===== config.mk =====
export PLATFORM = sky130hd
export DESIGN_NAME = rr_arbiter16
export DESIGN_NICKNAME = d
export VERILOG_FILES = /design/src/rtl/rr_arbiter16_pkg.sv /design/src/rtl/rr_arbiter16_pick.sv /design/src/rtl/rr_arbiter16.sv
export SDC_FILE = /design/constraint.sdc
export NUM_CORES = 1
export LEC_CHECK = 0
export BUFFER_PORTS_ARGS = -buffer_cell sky130_fd_sc_hd__buf_2
export CAP_MARGIN = 20
export CORE_MARGIN = 4
export CORE_UTILIZATION = 55
export CTS_BUF_LIST = sky130_fd_sc_hd__clkbuf_4 sky130_fd_sc_hd__clkbuf_8
export DETAILED_ROUTE_END_ITERATION = 10
export PLACE_DENSITY = 0.86
export SYNTH_ARGS = -nofsm -noshare
export SYNTH_HDL_FRONTEND = slang
export SYNTH_SLANG_ARGS = --single-unit
export TNS_END_PERCENT = 20

===== constraint.sdc =====
create_clock -name clk -period 4.7 [get_ports clk]
set_input_delay 0.94 -clock clk [delete_from_list [all_inputs] [get_ports clk]]
set_output_delay 0.94 -clock clk [all_outputs]
set_load 0.005 [all_outputs]

===== src/rtl/rr_arbiter16_pkg.sv =====
// Shared constants and FSM state type for the 16-way round-robin arbiter.
package rr_arbiter16_pkg;

  localparam int unsigned N_REQ = 16;
  localparam int unsigned IDX_W = 4;

  typedef enum logic {
    ST_IDLE  = 1'b0,
    ST_GRANT = 1'b1
  } state_e;

endpackage


===== src/rtl/rr_arbiter16_pick.sv =====
// rr_pick16: combinational round-robin picker; first eligible request at or after ptr (mod 16).
module rr_pick16
  import rr_arbiter16_pkg::*;
(
  input  logic [N_REQ-1:0] req,
  input  logic [IDX_W-1:0] ptr,
  input  logic [N_REQ-1:0] mask,
  output logic [N_REQ-1:0] win,
  output logic [IDX_W-1:0] winIdx,
  output logic             any
);

  logic [N_REQ-1:0]   elig;
  logic [2*N_REQ-1:0] dbl_fwd;
  logic [N_REQ-1:0]   rot;
  logic [N_REQ-1:0]   rot_win;
  logic [2*N_REQ-1:0] dbl_back;
  logic [IDX_W-1:0]   first;
  logic               found;

  always_comb begin
    // mask bits are excluded from the search (e.g. the owner being revoked)
    elig    = req & ~mask;
    dbl_fwd = {elig, elig} >> ptr;
    rot     = dbl_fwd[N_REQ-1:0];
    found   = 1'b0;
    first   = '0;
    for (int unsigned i = 0; i < N_REQ; i++) begin
      if (!found && rot[i]) begin
        found = 1'b1;
        first = IDX_W'(i);
      end
    end
    rot_win  = found ? (N_REQ'(1) << first) : '0;
    dbl_back = {rot_win, rot_win} << ptr;
    win      = dbl_back[2*N_REQ-1:N_REQ];
    winIdx   = found ? first + ptr : '0;
    any      = found;
  end

endmodule


===== src/rtl/rr_arbiter16.sv =====
// Round-robin arbiter with registered one-hot grant locked to its owner until release.
// Optional hold-timeout preemption is enabled by defining ARB_TIMEOUT_EN.
module rr_arbiter16
  import rr_arbiter16_pkg::*;
#(
  parameter int unsigned HOLD_MAX = 255,
  parameter int unsigned CNT_W    = 8
) (
  input  logic             clk,
  input  logic             rstn,
  input  logic             en,
  input  logic [N_REQ-1:0] req,
  output logic [N_REQ-1:0] gnt,
  output logic [IDX_W-1:0] gntIdx,
  output logic             gntValid,
  output logic             preempt
);

  if (2**CNT_W <= HOLD_MAX) begin : g_cfg_err
    $error("rr_arbiter16: CNT_W too narrow for HOLD_MAX");
  end

  state_e           state_q, state_d;
  logic [N_REQ-1:0] gnt_q, gnt_d;
  logic [IDX_W-1:0] idx_q, idx_d;
  logic [IDX_W-1:0] ptr_q, ptr_d;
  logic             preempt_q, preempt_d;

  logic [N_REQ-1:0] win;
  logic [IDX_W-1:0] win_idx;
  logic             win_any;
  logic [IDX_W-1:0] pick_ptr;

  // While granted, search starts after the owner and excludes it, so a
  // released or revoked owner always falls to lowest priority.
  assign pick_ptr = (state_q == ST_GRANT) ? idx_q + IDX_W'(1) : ptr_q;

  rr_pick16 u_pick (
    .req    (req),
    .ptr    (pick_ptr),
    .mask   (gnt_q),
    .win    (win),
    .winIdx (win_idx),
    .any    (win_any)
  );

`ifdef ARB_TIMEOUT_EN
  logic [CNT_W-1:0] hold_q, hold_d;
`endif

  always_ff @(posedge clk or negedge rstn) begin
    if (!rstn) begin
      state_q   <= ST_IDLE;
      gnt_q     <= '0;
      idx_q     <= '0;
      ptr_q     <= '0;
      preempt_q <= 1'b0;
`ifdef ARB_TIMEOUT_EN
      hold_q    <= '0;
`endif
    end else begin
      state_q   <= state_d;
      gnt_q     <= gnt_d;
      idx_q     <= idx_d;
      ptr_q     <= ptr_d;
      preempt_q <= preempt_d;
`ifdef ARB_TIMEOUT_EN
      hold_q    <= hold_d;
`endif
    end
  end

  always_comb begin
    state_d   = state_q;
    gnt_d     = gnt_q;
    idx_d     = idx_q;
    ptr_d     = ptr_q;
    preempt_d = 1'b0;
`ifdef ARB_TIMEOUT_EN
    hold_d    = hold_q;
`endif
    unique case (state_q)
      ST_IDLE: begin
        if (en && win_any) begin
          state_d = ST_GRANT;
          gnt_d   = win;
          idx_d   = win_idx;
`ifdef ARB_TIMEOUT_EN
          hold_d  = '0;
`endif
        end
      end
      ST_GRANT: begin
        if (!req[idx_q]) begin
          ptr_d = idx_q + IDX_W'(1);
`ifdef ARB_TIMEOUT_EN
          hold_d = '0;
`endif
          if (en && win_any) begin
            gnt_d = win;
            idx_d = win_idx;
          end else begin
            state_d = ST_IDLE;
            gnt_d   = '0;
            idx_d   = '0;
          end
        end
`ifdef ARB_TIMEOUT_EN
        else if (hold_q == CNT_W'(HOLD_MAX) && en && win_any) begin
          ptr_d     = idx_q + IDX_W'(1);
          gnt_d     = win;
          idx_d     = win_idx;
          preempt_d = 1'b1;
          hold_d    = '0;
        end else if (hold_q != CNT_W'(HOLD_MAX)) begin
          hold_d = hold_q + CNT_W'(1);
        end
`endif
      end
      default: begin
        state_d = ST_IDLE;
        gnt_d   = '0;
        idx_d   = '0;
      end
    endcase
  end

  always_comb begin
    gnt      = gnt_q;
    gntIdx   = idx_q;
    gntValid = |gnt_q;
    preempt  = preempt_q;
  end

endmodule


Yosys cells after proc, flatten, opt, wreduce, memory -nomap -nowiden:

Index checks and enable logic that the tools add are counted.

* register bits after elaboration: 25

* $add $sub $neg: 2
* $lt $le $gt $ge: 1
* eq/ne operators: 2
* shifts and indexed selects: 3
* mux-type cells: 47
* bitwise logic cells: 4
* reduce and logical (&&, ||, !) cells: 34

Operators with widths (number)
* 2-to-1 mux 16 bit: 4
* 2-to-1 mux 4 bit: 13
* case mux 16 bit (2 select lines): 1
* left shift 32 x 4 -> 32 bit: 1
* >> shifter 32 x 4 -> 16 bit: 1
* 2-to-1 mux 1 bit: 20
* AND 16 bit: 1
* logical AND 1 bit: 16
* NOT 16 bit: 1
* OR reduction 16 bit: 1
* left shift 1 x 4 -> 16 bit, first input constant: 1
* zero test 1 bit: 15
* 2-to-1 mux 3 bit: 4
* case mux 4 bit (2 select lines): 1
* less-than comparator 4 x 5 -> 1 bit, second input constant: 1
* adder 4 x 1 -> 4 bit, second input constant: 1
* adder 4 bit: 1
* binary-select mux 1 bit (select 4 bit): 1
* 2-to-1 mux 2 bit: 2
* inequality test 2 bit, second input constant: 2
* AND reduction 2 bit: 2
* NOT 1 bit: 2
* case mux 1 bit (2 select lines): 1

Logic depth before layout (Yosys ltp):

Gate-level depths: netlist (run 1).

* depth in word-level cells: 55
* mapped depth: 20

Hierarchy:

Synthesis (run 1) repeated with hierarchy kept, for this count alone.

* cells, all modules: 515
* area total of the unflattened synthesis: 4112.7 um2

By module, submodules not included
* rr_pick16: instances 1, cells each 348, area each 2533.7 um2
* rr_arbiter16: instances 1, cells each 167, area each 1579.0 um2

Worst setup path after synthesis (run 1):

Ideal clock, no wire load.

* path type: reg2reg
* start: reg idx_q[1] (netlist: gntIdx[1])
* end: reg idx_q[3] (netlist: gntIdx[3])
* setup time: 136 ps
* arrival: 4131 ps
* required time: 4564 ps
* path slack: 433 ps
* cell stages (with the launch flop): 18
* path buffers: 1
* clock period less this slack: 4267 ps
* path through: dfrtp_1 -> ha_1 -> xnor2_1 -> buf_4 -> a211oi_1 -> nor3_1 -> or2_2 -> mux4_2 -> nor2b_1 -> a221o_1 -> nand2_1 -> nand4_1 -> ha_1 -> a21o_1 -> a21oi_1 -> xnor2_1 -> xnor2_1 -> o21ai_0

* word-level cells in the longest chain between the ends: 54
* elaborated cells on any way between the ends: 76

Ends and longest elaborated chain
* start, declared: RTL line rr_arbiter16.sv:25 `logic [IDX_W-1:0] idx_q, idx_d;`
* start signal, assigned: RTL line rr_arbiter16.sv:64 `idx_q <= idx_d;`
* adder 4 x 1 -> 4 bit: RTL line rr_arbiter16.sv:36 `assign pick_ptr = (state_q == ST_GRANT) ? idx_q + IDX_W'(1) : ptr_q;`
* 2-to-1 mux 4 bit: RTL line rr_arbiter16.sv:36
* >> shifter 32 x 4 -> 16 bit: RTL line rr_arbiter16_pick.sv:24 `dbl_fwd = {elig, elig} >> ptr;`
* 2-to-1 mux 1 bit: RTL line rr_arbiter16_pick.sv:29 `if (!found && rot[i]) begin`
* zero test 1 bit: RTL line rr_arbiter16_pick.sv:29
* logical AND 1 bit: RTL line rr_arbiter16_pick.sv:29
* 2-to-1 mux 1 bit: RTL line rr_arbiter16_pick.sv:29
* zero test 1 bit: RTL line rr_arbiter16_pick.sv:29
* [... 38 more ...]
* zero test 1 bit: RTL line rr_arbiter16_pick.sv:29
* logical AND 1 bit: RTL line rr_arbiter16_pick.sv:29
* 2-to-1 mux 4 bit: RTL line rr_arbiter16_pick.sv:29
* adder 4 bit: RTL line rr_arbiter16_pick.sv:37 `winIdx = found ? first + ptr : '0;`
* 2-to-1 mux 4 bit: RTL line rr_arbiter16_pick.sv:37
* 2-to-1 mux 4 bit: RTL line rr_arbiter16.sv:99 `if (en && win_any) begin`
* 2-to-1 mux 4 bit: RTL line rr_arbiter16.sv:94 `if (!req[idx_q]) begin`
* case mux 4 bit (2 select lines): RTL line rr_arbiter16.sv:82 `unique case (state_q)`

Parallel ways exist; a longest one is shown, timed or not. The select of a mux whose other input is x is not followed.
A chain may end at the register's enable or synchronous reset.

Worst setup path in the final report (run 1):

* start: reg state_q
* end: reg idx_q[3] (netlist: gntIdx[3])

* word-level cells in the longest chain between the ends: 53
* elaborated cells on any way between the ends: 74

Ends and longest elaborated chain
* start, declared: RTL line rr_arbiter16.sv:23 `state_e state_q, state_d;`
* start signal, assigned: RTL line rr_arbiter16.sv:62 `state_q <= state_d;`
* 2-to-1 mux 4 bit: RTL line rr_arbiter16.sv:36
* >> shifter 32 x 4 -> 16 bit: RTL line rr_arbiter16_pick.sv:24
* 2-to-1 mux 1 bit: RTL line rr_arbiter16_pick.sv:29
* zero test 1 bit: RTL line rr_arbiter16_pick.sv:29
* logical AND 1 bit: RTL line rr_arbiter16_pick.sv:29
* 2-to-1 mux 1 bit: RTL line rr_arbiter16_pick.sv:29
* zero test 1 bit: RTL line rr_arbiter16_pick.sv:29
* logical AND 1 bit: RTL line rr_arbiter16_pick.sv:29
* [... 37 more ...]
* zero test 1 bit: RTL line rr_arbiter16_pick.sv:29
* logical AND 1 bit: RTL line rr_arbiter16_pick.sv:29
* 2-to-1 mux 4 bit: RTL line rr_arbiter16_pick.sv:29
* adder 4 bit: RTL line rr_arbiter16_pick.sv:37
* 2-to-1 mux 4 bit: RTL line rr_arbiter16_pick.sv:37
* 2-to-1 mux 4 bit: RTL line rr_arbiter16.sv:99
* 2-to-1 mux 4 bit: RTL line rr_arbiter16.sv:94
* case mux 4 bit (2 select lines): RTL line rr_arbiter16.sv:82

Parallel ways exist; a longest one is shown, timed or not. The select of a mux whose other input is x is not followed.

==> impl_metrics.json, run 1 <==
{
  "r2r_slack_ps": -8,
  "grt_pass1_wl_um": 25800,
  "core-area_um2": 6910,
  "crit_chain": "nor2_1 > a21o_1 > clkinvlp_4 > nor3_1 > nor3_1 > or4_1 > nand4b_2 > nor4_1 > buf_4 > nand2_1 > nand4_1 > ha_1 > a21o_1 > a21oi_1 > xnor2_1 > xnor2_1 > o21ai_0",
  "finalHoldViolations": 0,
  "finalCritPeriodShare_pct": 100,
  "fmaxAchievable_mhz": 212,
  "cp_top_family": "simple AND/OR/NAND/NOR gates",
  "syn_area_um2": 3970,
  "clkSinkCount": 25,
  "start_util_pct": 57.4,
  "routed_wl_um": 16400,
  "start_kind": "flip-flop",
  "layout_setup_ws_ps": -8.30,
  "critPathBufInv": 2,
  "wl_per_cell_um": 24.0,
  "synth_cells": 536,
  "vias": 5350,
  "ff2ff_path_depth": 17,
  "grt_antenna_before_repair": 0,
  "tns_ps": -8.30,
  "crit_type": "reg -> reg",
  "first_pass_iters": 8,
  "tightest_slew_ps": 768,
  "synth_edf_count": 0,
  "drt_iter0_drc": 1026,
  "hp-start": "ptr_q[0]",
  "synth_cell_type_count": 82,
  "report.final.slew_viol_count": 0,
  "synth_seq_cells": 25,
  "grt_pass1_vias": 5003,
  "io_pins": 41,
  "dieArea_um2": 8630,
  "yosysWarnings": 0,
  "ant_nets": 0,
  "drc": 0,
  "fin_cells": 683,
  "cts_root_buffer": "clkbuf_8",
  "maxCapViolCount": 0,
  "h-tree-depth": 1,
  "clkLatencyLatePin_ps": 280,
  "die_w_um": 92.9,
  "synth-async-reset-ratio_pct": 100,
  "gp_congestion": 1.21,
  "min_path_type": "reg -> reg",
  "grt_usage_pct": 37.3,
  "whs_path_depth": 2,
  "timing.rr.start": "state_q",
  "viasPerCell": 7.83,
  "dp_hpwl_um": 12200,
  "cpPeakStageDelay_ps": 630,
  "worstPathMaxFanout": 18,
  "end_kind": "flip-flop",
  "fillers": 571,
  "portBuffers": 39,
  "diodes": 0,
  "crit_required_ps": 4860,
  "final_nets": 612,
  "syn_area_per_cell_um2": 7.40,
  "min_to": "ptr_q[0]",
  "cts_tree": "built",
  "failed_checks": "negative setup slack",
  "status": "finished, violations left",
  "multi_input_area_um2": 3170,
  "cts-hold-fix-buffers": 0,
  "ff_latch_area_um2": 626,
  "die_y_um": 92.9,
  "timing.rr.end": "gntIdx[3]",
  "drive_gt1_share_pct": 24.2,
  "rows": 30,
  "cts_buffers": 3,
  "grt_max_degree": 40,
  "synth_nets": 560,
  "min_period_ps": 4710,
  "cp.arrival_ps": 4870,
  "syn2layout_area_growth_pct": 15.6,
  "yosysSeqAreaShare_pct": 15.8,
  "clkTransAtPathRegs_ps": 100,
  "setup_viol_count_final": 1,
  "cts_buffer_depth": 2,
  "ys.flop_type": "dfrtp_1",
  "dp_cells": 679,
  "clock_skew_ps": 9.92,
  "grt.overflow.total": 0,
  "crit_slowest_cell": "or4_1",
  "slew_headroom_pct": 47.4,
  "rsz0062_at_grt": "true"
}
-- worst max-delay path by stage --
stage	slack [ps]	endpoint	start	depth (start not counted)
5_1_grt	-110	gntIdx[3]	gntIdx[0]	17
3_5_place_dp	40	gntIdx[3]	req[9]	17
3_3_place_gp	150	gntIdx[3]	req[2]	16
4_1_cts	100	gntIdx[3]	state_q	17
6_report	-8	gntIdx[3]	state_q	17
2_1_floorplan	430	gntIdx[3]	gntIdx[1]	17
-- final cells by class --
| cell class | count | area share, % |
|---|---|---|
| clock buffer | 3 | 0.901 |
| clock inverter | 1 | 0.191 |
| inverter | 8 | 0.737 |
| multi-input combinational | 459 | 69.1 |
| sequential | 25 | 13.6 |
| tap | 96 | 2.62 |
| timing repair buffer | 91 | 12.8 |
-- Yosys cell counts (7+ instances only) --
| master | number | area [µm²] |
|---|---|---|
| buf_2 | 7 | 35.0 |
| a21o_1 | 11 | 82.6 |
| a21oi_1 | 29 | 145 |
| a211oi_1 | 43 | 323 |
| nor3_1 | 48 | 240 |
| o211ai_1 | 10 | 75.1 |
| a211o_1 | 7 | 61.3 |
| mux4_2 | 7 | 158 |
| nand3_1 | 14 | 70.1 |
| dfrtp_1 | 25 | 626 |
| nor4_1 | 17 | 106 |
| clkbuf_1 | 27 | 101 |
| a22oi_1 | 8 | 60.1 |
| a22o_1 | 7 | 61.3 |
| o21ai_0 | 25 | 125 |
| nor2_1 | 48 | 180 |
| nand2_1 | 36 | 135 |
| nand2b_1 | 17 | 106 |
-- layout by cell type, fill, tap and decap left out, types with 10 or more instances in the layout --
cell / netlist / routed
a211oi_1: 43 / 41
a21o_1: 11 / 11
a21oi_1: 29 / 28
buf_2: 7 / 39
buf_4: 4 / 52
dfrtp_1: 25 / 25
nand2_1: 36 / 36
nand2b_1: 17 / 17
nand3_1: 14 / 14
nor2_1: 48 / 48
nor3_1: 48 / 45
nor4_1: 17 / 17
o211ai_1: 10 / 10
o21ai_0: 25 / 25
-- through the flow --
| stage | hold slack (ps) | utilization (%) | instance area, µm² | setup WS (ps) |
|---|---|---|---|---|
| final | 518 | 66.4 | 4580 | -8.30 |
| after global routing | 542 | 66.4 | 4580 | -106 |
| after CTS | 530 | 65.6 | 4530 | 105 |
| after detailed placement | 508 | 64.9 | 4480 | 44.8 |
| after global placement | 485 | 64.9 | 4480 | 152 |
| after floorplan | 451 | - | 3970 | 433 |
-- sequential cells by signal, indices dropped and copies added, names as in the netlist --
| signal | cells |
|---|---|
| gnt | 16 |
| ptr_q | 4 |
| state_q | 1 |
| gntIdx | 4 |
-- metal layers --
| metal | wire (µm) | track usage, % |
|---|---|---|
| met5 | 0 | 0 |
| met4 | 1320 | 19.3 |
| met3 | 2550 | 12.3 |
| met2 | 6920 | 58.4 |
| met1 | 5570 | 45.5 |
-- kinds of logic after synthesis --
group / after synthesis / synth area share (%)
muxes: 22 / 8.80
DFF: 25 / 15.8
AOI/OAI and AO/OA: 197 / 36.2
other: 1 / 0.0945
adders and majority gates: 5 / 1.77
and+or+nand+nor: 227 / 29.9
buffers and inverters: 52 / 5.71
xor gates and xnor gates: 7 / 1.74
-- repair_timing --
action | 4_1_cts | 5_1_grt
gates resized for setup | 0 | 12
setup endpoints to repair | 0 | 18
buffers inserted | 0 | 0
-- worst register-to-register path, cell delays in order (launching register included) --
cell and delay [ps]:
dfrtp_1 540, nor2_1 170, a21o_1 290, clkinvlp_4 390, nor3_1 590, nor3_1 100, or4_1 630, nand4b_2 330
nor4_1 230, buf_4 180, nand2_1 50, nand4_1 160, ha_1 260, a21o_1 150, a21oi_1 170, xnor2_1 160
xnor2_1 130, o21ai_0 90
Power of run 1 is left out: the tool's default activity adds up to more than one toggle a clock period on the data nets, which glitch-free logic cannot reach.
==> run 2, diff against run 1 <==
--- a/config.mk
+++ b/config.mk
@@ -11,7 +11,8 @@
 export CORE_UTILIZATION = 55
 export CTS_BUF_LIST = sky130_fd_sc_hd__clkbuf_4 sky130_fd_sc_hd__clkbuf_8
 export DETAILED_ROUTE_END_ITERATION = 10
-export PLACE_DENSITY = 0.86
+export PLACE_DENSITY = 0.89
+export SKIP_CTS_REPAIR_TIMING = 1
 export SYNTH_ARGS = -nofsm -noshare
 export SYNTH_HDL_FRONTEND = slang
 export SYNTH_SLANG_ARGS = --single-unit
==> constraint.sdc (replaced) <==
create_clock -name clk -period 4.1 [get_ports clk]
set_input_delay 0.82 -clock clk [delete_from_list [all_inputs] [get_ports clk]]
set_output_delay 0.82 -clock clk [all_outputs]
set_load 0.005 [all_outputs]
==> run 2 against run 1 <==
  * The flow now stops in global routing (5_1_grt)
  * Area after synthesis did not move
  * Synthesized cell count stayed put
==> impl_metrics.json, run 2 <==
{
  "gp_congestion": 1.23,
  "worst-ep-kind": "register data pin",
  "synth_edf_count": 0,
  "rows": 30,
  "die_w_um": 92.9,
  "cts_root_buffer": "clkbuf_8",
  "place_area_um2": 5200,
  "firstError": "[ERROR GRT-0232] Routing congestion too high. Check the congestion heatmap in the GUI.",
  "clkSinkCount": 25,
  "h-tree-depth": 1,
  "haltStage": "global routing (5_1_grt)",
  "io_pins": 41,
  "synth_nets": 560,
  "synth_cells": 536,
  "grt_usage_pct": 70.7,
  "status": "did not finish",
  "synth_area_leader_cell": "dfrtp_1",
  "cts_buffers": 3,
  "syn_area_um2": 3970,
  "netlist.area_leader.share_pct": 15.8,
  "cts_buffer_depth": 2,
  "dp_hpwl_um": 14100,
  "grt_max_degree": 28,
  "yosysSeqAreaShare_pct": 15.8,
  "yosysWarnings": 0,
  "crit_endpoint": "gntIdx[3]$_DFFE_PN0P_/D",
  "synth_common_cells": "nor2_1 (48), nor3_1 (48), a211oi_1 (43), nand2_1 (36), a21oi_1 (29)",
  "ys.flop_type": "dfrtp_1",
  "die_y_um": 92.9,
  "portBuffers": 39,
  "synth-async-reset-ratio_pct": 100,
  "synth_seq_cells": 25,
  "start_util_pct": 57.4,
  "synth_area_leaders": "dfrtp_1 (16%), a211oi_1 (8.1%), nor3_1 (6.1%)",
  "syn_area_per_cell_um2": 7.40,
  "grt.overflow.total": 2,
  "synth_cell_type_count": 82
}
## run 2: through the flow
| stage | std cells | setup WS (ps) | hold slack [ps] | setup TNS, ps | utilization (%) |
|---|---|---|---|---|---|
| floorplan | 536 | 18.2 | 451 | 0 | - |
| global placement | 754 | -64.7 | 468 | -64.7 | 75.3 |
| detailed placement | 754 | -165 | 484 | -845 | 75.3 |
| CTS | 758 | -234 | 502 | -1360 | 76.0 |
## run 2: logic make-up after synthesis
logic type,synth area share (%)
xor+xnor,1.74
fa+ha+maj,1.77
other cells,0.0945
buf+inv,5.71
flops,15.8
mux,8.80
compound gates,36.2
simple gates,29.9
## run 2: routing by layer
layer / global-route usage (%) / GRT overflow
met5: 23.7 / 0
met3: 63.0 / 0
met1: 71.0 / 0
met4: 66.8 / 0
met2: 82.4 / 2
==> run 3, diff against run 2 <==
--- a/config.mk
+++ b/config.mk
@@ -8,10 +8,9 @@
 export BUFFER_PORTS_ARGS = -buffer_cell sky130_fd_sc_hd__buf_2
 export CAP_MARGIN = 20
 export CORE_MARGIN = 4
-export CORE_UTILIZATION = 55
-export CTS_BUF_LIST = sky130_fd_sc_hd__clkbuf_4 sky130_fd_sc_hd__clkbuf_8
+export CORE_UTILIZATION = 40
 export DETAILED_ROUTE_END_ITERATION = 10
-export PLACE_DENSITY = 0.89
+export PLACE_DENSITY_LB_ADDON = 0.15
 export SKIP_CTS_REPAIR_TIMING = 1
 export SYNTH_ARGS = -nofsm -noshare
 export SYNTH_HDL_FRONTEND = slang
==> constraint.sdc (replaced) <==
create_clock -name clk -period 5.3 [get_ports clk]
set_input_delay 1.06 -clock clk [delete_from_list [all_inputs] [get_ports clk]]
set_output_delay 1.06 -clock clk [all_outputs]
set_load 0.005 [all_outputs]
==> run 3 against run 2 <==
  * The run now ends clean
==> impl_metrics.json, run 3 (synthesis gave the netlist of run 1 again) <==
{
  "status": "completed",
  "dieArea_um2": 11600,
  "place_ws_ps": 355,
  "grt.overflow.total": 0,
  "die_y_um": 108,
  "crit_type": "reg -> reg",
  "grt_usage_pct": 28.5,
  "crit_chain": "ha_1 > xnor2_1 > buf_4 > a211oi_1 > a21oi_1 > a2111oi_0 > nor4_2 > o21ai_1 > buf_4 > nand4b_1 > o211ai_1 > or3_1 > ha_1 > a21oi_1 > xnor2_1 > xnor2_1 > o21ai_0",
  "drt_iter0_drc": 436,
  "layout_setup_ws_ps": 349,
  "crit_required_ps": 5450,
  "slew_headroom_pct": 32.4,
  "portBuffers": 39,
  "ant_nets": 0,
  "ff_latch_area_um2": 627,
  "final_area_um2": 4560,
  "min_period_ps": 4950,
  "cts_tree": "built",
  "clkSinkCount": 25,
  "grt_max_degree": 47,
  "cp.arrival_ps": 5100,
  "wl_per_cell_um": 23.2,
  "syn2layout_area_growth_pct": 14.9,
  "cts_root_buffer": "clkbuf_8",
  "fillers": 1027,
  "diodes": 0,
  "worstPathMaxFanout": 10,
  "routed_wl_um": 16600,
  "vias": 4746,
  "largest_register_ff_count": 16,
  "first_pass_iters": 6,
  "clock_skew_ps": 5.86,
  "gp_congestion": 1.03,
  "finish.utilization_pct": 46.8,
  "tightest_slew_ps": 989,
  "start_util_pct": 40.8,
  "drive_gt1_share_pct": 22.2,
  "core-area_um2": 9730,
  "tns_ps": 0,
  "cts_buffer_depth": 2,
  "final_nets": 607,
  "cp_common_cell": "xnor2_1",
  "dp_hpwl_um": 13000,
  "crit_slowest_cell": "a2111oi_0",
  "die_w_um": 108,
  "grt_antenna_before_repair": 0,
  "io_pins": 41,
  "cpPeakStageDelay_ps": 940,
  "min_path_type": "reg -> reg",
  "rows": 36,
  "layout_common_cells": "nor2_1 (48), nor3_1 (48), buf_4 (46)",
  "grt_pass1_vias": 4548,
  "finalHoldViolations": 0,
  "cts_buffers": 3,
  "setup_viol_count_final": 0,
  "start_kind": "flip-flop",
  "clkTransAtPathRegs_ps": 90,
  "viasPerCell": 6.64,
  "fmaxAchievable_mhz": 202,
  "report.final.slew_viol_count": 0,
  "r2r_slack_ps": 350,
  "clkLatencyLatePin_ps": 270,
  "place_area_um2": 4510,
  "maxCapViolCount": 0,
  "finalCritPeriodShare_pct": 93.4,
  "end_kind": "flip-flop",
  "multi_input_area_um2": 3130,
  "rsz0062_at_grt": "false",
  "grt_pass1_wl_um": 25700,
  "drc": 0,
  "h-tree-depth": 1
}
[run 3: worst max-delay path, delay by kind of cell, from the launching register on]
kind	cells	cell delay, ps
AO/OA/AOI/OAI	7	2180
adder cells (fa/ha/maj)	2	580
XOR/XNOR	3	530
AND/OR/NAND/NOR	3	670
buffers and inverters	2	480
flip-flops	1	390
[run 3: worst paths after layout]
| check | end | cells past startpoint | start |
|---|---|---|---|
| max in group asynchronous | state_q | 1 | rstn |
| max reg2reg | gntIdx[3] | 17 | gntIdx[0] |
| min reg2reg | ptr_q[2] | 2 | ptr_q[2] |
| min | ptr_q[2] | 2 | ptr_q[2] |
| min in group asynchronous | gnt[6] | 1 | rstn |
| max | gntIdx[3] | 17 | gntIdx[0] |
[run 3: routing by layer]
metal,part of all wire [%],up-vias,GRT usage (%)
li1,-,2214,-
met1,43,2231,39.8
met2,46,261,46.3
met3,7.3,40,2.94
met4,3.3,0,8.93
met5,0,-,0
[run 3: layout make-up]
type	instances	area share, %
sequential	25	13.8
timing repair buffer	86	12.3
clock buffer	4	0.988
tap	133	3.65
inverter	8	0.659
multi-input combinational	459	68.6
[run 3: metrics by stage]
step / hold WS [ps] / instances
floorplan: 451 / 536
global placement: 465 / 711
detailed placement: 493 / 711
CTS: 513 / 715
global route: 525 / 715
finish: 513 / 715
Power of run 3 is left out for the same reason.
